<file path="config.mk">
export PLATFORM = sky130hd
export DESIGN_NAME = pixel_frame_capture
export DESIGN_NICKNAME = d
export VERILOG_FILES = /design/src/rtl/filter_pkg.sv /design/src/rtl/raster_counter.sv /design/src/rtl/pixel_frame_capture.sv
export SDC_FILE = /design/constraint.sdc
export NUM_CORES = 1
export LEC_CHECK = 0
export ABC_AREA = 0
export CORE_ASPECT_RATIO = 0.7
export CORE_MARGIN = 2
export CORE_UTILIZATION = 45
export CTS_CLUSTER_SIZE = 30
export DETAILED_ROUTE_END_ITERATION = 16
export PLACE_DENSITY = 0.74
export SLEW_MARGIN = 25
export SYNTH_ARGS = -nofsm -noshare
export SYNTH_HDL_FRONTEND = slang
export SYNTH_SLANG_ARGS = --single-unit
</file>
<file path="constraint.sdc">
create_clock -name clk -period 2.45 [get_ports clk]
set_clock_uncertainty 0.15 [all_clocks]
set_input_delay 0.49 -clock clk [delete_from_list [all_inputs] [get_ports clk]]
set_output_delay 0.49 -clock clk [all_outputs]
set_load 0.01 [all_outputs]
</file>
<file path="src/rtl/filter_pkg.sv">
// filter_pkg: shared state encoding, checksum width and a counter-width helper
// for the filter pixel stream blocks.
`default_nettype none

package filter_pkg;

  typedef enum logic [1:0] {
    IDLE     = 2'd0,
    WAIT_SOF = 2'd1,
    CAPTURE  = 2'd2,
    DONE     = 2'd3
  } state_t;

  localparam int CHECKSUM_WIDTH = 16;

  // A counter over n positions needs at least one bit, even when n is 1.
  function automatic int cnt_width(input int n);
    return (n > 1) ? $clog2(n) : 1;
  endfunction

endpackage

`default_nettype wire

</file>
<file path="src/rtl/raster_counter.sv">
// raster_counter: column/row/linear-address tracker for a WIDTH_IMG x HEIGHT_IMG raster.
// Clear has priority over restart, and restart has priority over step.
`default_nettype none

module raster_counter
  import filter_pkg::*;
#(
  parameter int WIDTH_IMG  = 300,
  parameter int HEIGHT_IMG = 300,
  parameter int ADDR_WIDTH = 17,
  parameter int COL_W      = cnt_width(WIDTH_IMG),
  parameter int ROW_W      = cnt_width(HEIGHT_IMG)
) (
  input  logic                  clk,
  input  logic                  rst,
  input  logic                  i_clear,
  input  logic                  i_restart,
  input  logic                  i_step,
  output logic [COL_W-1:0]      o_col,
  output logic [ROW_W-1:0]      o_row,
  output logic [ADDR_WIDTH-1:0] o_addr,
  output logic                  o_last
);

  localparam logic [COL_W-1:0] c_COL_LAST = COL_W'(WIDTH_IMG - 1);
  localparam logic [ROW_W-1:0] c_ROW_LAST = ROW_W'(HEIGHT_IMG - 1);

  logic [COL_W-1:0]      r_col;
  logic [ROW_W-1:0]      r_row;
  logic [ADDR_WIDTH-1:0] r_addr;
  logic                  w_col_last;

  assign w_col_last = (r_col == c_COL_LAST);
  assign o_last     = w_col_last && (r_row == c_ROW_LAST);
  assign o_col      = r_col;
  assign o_row      = r_row;
  assign o_addr     = r_addr;

  always_ff @(posedge clk) begin
    if (!rst || i_clear) begin
      r_col  <= '0;
      r_row  <= '0;
      r_addr <= '0;
    end else if (i_restart) begin
      // Restart means position 0 was just consumed, so the next beat lands at 1.
      r_col  <= COL_W'(1);
      r_row  <= '0;
      r_addr <= ADDR_WIDTH'(1);
    end else if (i_step) begin
      if (w_col_last) begin
        r_col <= '0;
        r_row <= (r_row == c_ROW_LAST) ? '0 : r_row + ROW_W'(1);
      end else begin
        r_col <= r_col + COL_W'(1);
      end
      r_addr <= o_last ? '0 : r_addr + ADDR_WIDTH'(1);
    end
  end

endmodule

`default_nettype wire

</file>
<file path="src/rtl/pixel_frame_capture.sv">
// pixel_frame_capture: stores one raster frame from a valid/ready pixel stream into frame RAM.
// Optional CAPTURE_CHECKSUM_EN adds a 16-bit per-frame data sum on frame_checksum.
`default_nettype none

module pixel_frame_capture
  import filter_pkg::*;
#(
  parameter int WIDTH_IMG  = 300,
  parameter int HEIGHT_IMG = 300,
  parameter int DATA_WIDTH = 8,
  parameter int ADDR_WIDTH = 17
) (
  input  logic                      clk,
  input  logic                      rst,
  input  logic                      enable,
  input  logic                      in_valid,
  input  logic [DATA_WIDTH-1:0]     in_data,
  input  logic                      in_sof,
  output logic                      in_ready,
  output logic                      wr_en,
  output logic [ADDR_WIDTH-1:0]     wr_addr,
  output logic [DATA_WIDTH-1:0]     wr_data,
  output logic                      busy,
  output logic                      frame_done,
  output logic                      err_sof,
  output logic [CHECKSUM_WIDTH-1:0] frame_checksum
);

  localparam int COL_W = cnt_width(WIDTH_IMG);
  localparam int ROW_W = cnt_width(HEIGHT_IMG);

  state_t                r_state;
  state_t                w_state_nxt;
  logic                  w_accept;
  logic                  w_fire;
  logic                  w_zero;
  logic                  w_step;
  logic                  w_restart;
  logic                  w_clear;
  logic                  w_err;
  logic [COL_W-1:0]      w_col;
  logic [ROW_W-1:0]      w_row;
  logic [ADDR_WIDTH-1:0] w_cnt_addr;
  logic                  w_last;

  raster_counter #(
    .WIDTH_IMG  (WIDTH_IMG),
    .HEIGHT_IMG (HEIGHT_IMG),
    .ADDR_WIDTH (ADDR_WIDTH),
    .COL_W      (COL_W),
    .ROW_W      (ROW_W)
  ) u_raster (
    .clk       (clk),
    .rst       (rst),
    .i_clear   (w_clear),
    .i_restart (w_restart),
    .i_step    (w_step),
    .o_col     (w_col),
    .o_row     (w_row),
    .o_addr    (w_cnt_addr),
    .o_last    (w_last)
  );

  assign in_ready = (r_state == WAIT_SOF) || (r_state == CAPTURE);
  assign busy     = in_ready;
  assign w_accept = in_valid && in_ready;

  always_ff @(posedge clk) begin
    if (!rst) r_state <= IDLE;
    else      r_state <= w_state_nxt;
  end

  always_comb begin
    w_state_nxt = r_state;
    w_fire      = 1'b0;
    w_zero      = 1'b0;
    w_step      = 1'b0;
    w_restart   = 1'b0;
    w_clear     = 1'b0;
    w_err       = 1'b0;
    case (r_state)
      IDLE: begin
        w_clear = 1'b1;
        if (enable) w_state_nxt = WAIT_SOF;
      end
      WAIT_SOF: begin
        if (w_accept && in_sof) begin
          w_fire      = 1'b1;
          w_zero      = 1'b1;
          w_restart   = 1'b1;
          w_state_nxt = CAPTURE;
        end
      end
      CAPTURE: begin
        if (w_accept) begin
          w_fire = 1'b1;
          if (in_sof) begin
            // A fresh SOF restarts the frame at address 0 rather than being dropped.
            w_zero    = 1'b1;
            w_restart = 1'b1;
            w_err     = (w_col != '0) || (w_row != '0);
          end else begin
            w_step = 1'b1;
            if (w_last) w_state_nxt = DONE;
          end
        end
      end
      DONE: begin
        w_clear     = 1'b1;
        w_state_nxt = enable ? WAIT_SOF : IDLE;
      end
      default: w_state_nxt = IDLE;
    endcase
  end

  always_ff @(posedge clk) begin
    if (!rst) begin
      wr_en      <= 1'b0;
      wr_addr    <= '0;
      wr_data    <= '0;
      err_sof    <= 1'b0;
      frame_done <= 1'b0;
    end else begin
      wr_en      <= w_fire;
      err_sof    <= w_err;
      frame_done <= (r_state == DONE);
      if (w_fire) begin
        wr_addr <= w_zero ? '0 : w_cnt_addr;
        wr_data <= in_data;
      end
    end
  end

`ifdef CAPTURE_CHECKSUM_EN
  logic [CHECKSUM_WIDTH-1:0] r_acc;
  logic [CHECKSUM_WIDTH-1:0] r_checksum;
  logic [CHECKSUM_WIDTH-1:0] w_data_ext;

  assign w_data_ext     = CHECKSUM_WIDTH'(in_data);
  assign frame_checksum = r_checksum;

  // No beats are accepted in DONE, so r_acc already holds the complete frame sum there.
  always_ff @(posedge clk) begin
    if (!rst) begin
      r_acc      <= '0;
      r_checksum <= '0;
    end else begin
      if (w_fire) r_acc <= w_zero ? w_data_ext : r_acc + w_data_ext;
      if (r_state == DONE) r_checksum <= r_acc;
    end
  end
`else
  assign frame_checksum = '0;
`endif

endmodule

`default_nettype wire

</file>
==> metrics.md <==
| Metric | Value |
|---|---|
| WS Path Type | flop to output pin |
| Hold Violations, Final | 0 |
| Area growth from synthesis to layout | 25.94% |
| Syn_area_per_cell | ~8.7 um2 |
| Vias in the first global route | 2395 |
| Post-route minimum period | 2.370 ns |
| CTS tree | yes |
| Num CTS Buffers | 9 |
| ANT nets after route | 0 |
| Period utilisation layout | 96.75% |
| Dpl cells | 487 |
| Tot GR Track Use | 19.15% |
| Via density per instance | 5.101 |
| Initial antenna violation count | 0 |
| Total of max-cap violations | 0 |
| Finished Layout Cells | 503 |
| Synthesized area | a little over 0.003 mm2 |
| Status | finished, final reports clean |
| WL/cell | 13.22 um |
| # DRC | 0 |
| Worst setup SP type | flop |
| Post-route setup slack | 0.07964 ns |
| Routability Congestion | 0.7593 |
| # diodes | 0 |
| First-pass GRT wire length | 11.15 mm |
| RSZ-0062 raised after global routing | false |
| Postcts setup bufs | 0 |
| Leak pwr | ~0.0013 uW |
| Root Driver | clkbuf_8 |
| Max frequency | 421.9 MHz |
| Initial core utilization | around 46% |
| IO Port Bufs | 42 |
| Global route overflow | 0 |
| Setup crit end kind | output pin |
| Total power per unit cell area | 726.1 mW/mm2 |
| Vias after detailed routing | 2566 |
| Number of DRC markers in iteration 0 | approximately 110 |
| Core area | 0.006631 mm2 |
| Largest net degree at the start of global routing | 33 |
| Die area | roughly 0.0074 mm2 |
| I/O pins | 59 |
| # clock sinks | 65 |
| Post-synth top area cell | dfxtp_1 |
| Detailed Routing Iterations Pass 1 | 4 |
| Top post-synthesis cells by area | dfxtp_1 43%, nand2_1 5.1%, a22oi_1 4.2% |
| Pre-CTS setup slack | -0.1903 ns |
| Setup TNS | 0 ns |
| H-Tree Depth | 3 |
| Synth unique cells | 37 |
| Final setup viols | 0 |
| Worst reg-to-reg setup slack | 0.17 ns |
| Hold slack | 0.3149 ns |
| Layout cell share with drive strength beyond 1 | 10.27% |
| Hold_buf cts | 0 |
| Ys Warns | 0 |
| Cell count after synthesis | 350 |
| Clk Latency, worst-skew pair | 0.35 ns |
| Dpl hpwl | 4.640 mm |
| Max VDD drop | 0.5165 mV |
| CP Data Arrival Time | around 1.7 ns |
| Final slew viol count | 0 |
| Horiz. Die Dim | 102.2 um |
| Share of the synthesized area in the top cell type | 42.82% |
| Max Fanout on Critical Path | 3 |
| Worst-path clk slew | 0.08 ns |
| Critical Path RT | between 1.5 and 2 ns |
| Sequential share of the synthesized area | a little over two fifths |
| Die Span Y | between 70 and 80 um |
| Rows | 25 |
| Clk buf depth | 2 |
| Total wire length | 6.649 mm |
| Worst hold path class | flop to flop |
| Synth Register Bits | 65 |
| Final net count | around 430 |
cell usage in the layout, fill, tap and decap left out, drive strengths merged, types with 2 or more instances in the layout:
| cell type | n |
|---|---|
| dfxtp | 65 |
| nor4 | 8 |
| nand3 | 18 |
| ha | 10 |
| conb | 16 |
| nor3 | 4 |
| and3 | 2 |
| and4 | 4 |
| mux2i | 3 |
| a21boi | 8 |
| o211ai | 2 |
| a21oi | 14 |
| xnor2 | 12 |
| a31oi | 3 |
| a22oi | 17 |
| o21ai | 12 |
| buf | 19 |
| a21o | 2 |
| nor2b | 19 |
| inv | 11 |
| nor2 | 22 |
| clkinv | 3 |
| or4 | 7 |
| clkbuf | 9 |
| xor2 | 6 |
| nand2 | 41 |
| and2 | 3 |
| bufinv | 2 |
| nand4 | 10 |
| or3 | 9 |
| clkdlybuf4s50 | 41 |
| o31ai | 2 |
area by class of cell:
cell class | instances | area [um2]
clock buffers | 9 | 123.9
clock inverters | 7 | 100.1
fillers | 584 | 2804
inverters | 9 | 33.78
multi-input cells | 258 | 1584
flip-flops and latches | 65 | 1303
well taps | 94 | 117.6
repair buffers | 61 | 565.5
repair_timing:
item | in CTS | in global routing
resized for setup | 2 | 4
hold endpoints to repair | 0 | 0
setup endpoints to repair | 3 | 5
where the power goes:
group | total, uW | internal [uW] | switching [uW]
clock | 1020 | 581 | 441
combinational | 642 | 291 | 352
sequential | 1120 | 1090 | 25.2
total | 2780 | 1960 | 818
through the flow:
step / cell area (um2) / power, uW / util, %
after floorplan: 3095 / 1525 / -
final: 3827 / 2779 / 57.72
after global placement: 3581 / 1735 / 54.00
after detailed placement: 3581 / 1749 / 54.00
after global routing: 3827 / 2906 / 57.72
after CTS: 3819 / 2807 / 57.58
cells in the mapped netlist (all sizes together):
cell	count
nand4b	1
nand2	41
xnor2	12
or4	7
ha	10
a21boi	8
conb	1
nand4	10
nor3	4
and2	3
nor4	8
nand3b	1
dfxtp	65
o21ai	12
a21o	2
clkbuf	10
and4b	1
a31oi	3
mux2i	3
a22oi	17
nor2	22
and3	2
xor2	6
o211ai	2
nand3	18
nor2b	19
a221o	1
a21oi	14
buf	23
or3	9
and4	4
inv	9
o31ai	2
registers in the layout, summed over array words and instances, names as in the netlist:
name / count
wr_en: 1
r_state: 2
err_sof: 1
wr_data: 8
u_raster.o_row: 9
frame_done: 1
u_raster.o_col: 9
u_raster.o_addr: 17
wr_addr: 17
path summary, 6_finish.rpt:
check             startpoint                  end  cells past startpoint
hold / removal    wr_data[3]           wr_data[3]                      2
setup / recovery  r_state[0]             in_ready                      4
setup reg to reg  r_state[0]  u_raster.o_addr[12]                      6
hold reg to reg   wr_data[3]           wr_data[3]                      2
routing by layer:
| layer | track usage (%) | wire length, um | vias to the layer above |
|---|---|---|---|
| li1 | - | - | 1303 |
| met2 | 29.09 | 2882 | 85 |
| met5 | 0 | 0 | - |
| met3 | 8.621 | 555 | 8 |
| met1 | 24.78 | 3134 | 1170 |
| met4 | 5.333 | 77 | 0 |
critical path, stage by stage (launching register included):
cell,delay (ns)
dfxtp_1,0.34
inv_1,0.10
ha_4,0.30
buf_4,0.12
clkdlybuf4s50_1,0.53
logic make-up (layout without fill, tap and decap cells):
kind of cell / count (synthesis) / count (layout) / synth area share, %
AND/OR/NAND/NOR: 150 / 150 / 26.35
XOR/XNOR: 18 / 18 / 5.187
multiplexers: 3 / 3 / 0.9881
adder cells (fa/ha/maj): 10 / 10 / 4.117
other: 1 / 16 / 0.1234
buffers and inverters: 42 / 86 / 7.534
flip-flops: 65 / 65 / 42.82
AO/OA/AOI/OAI: 61 / 61 / 12.89
Note: power is estimated with default switching activity, not from simulation.
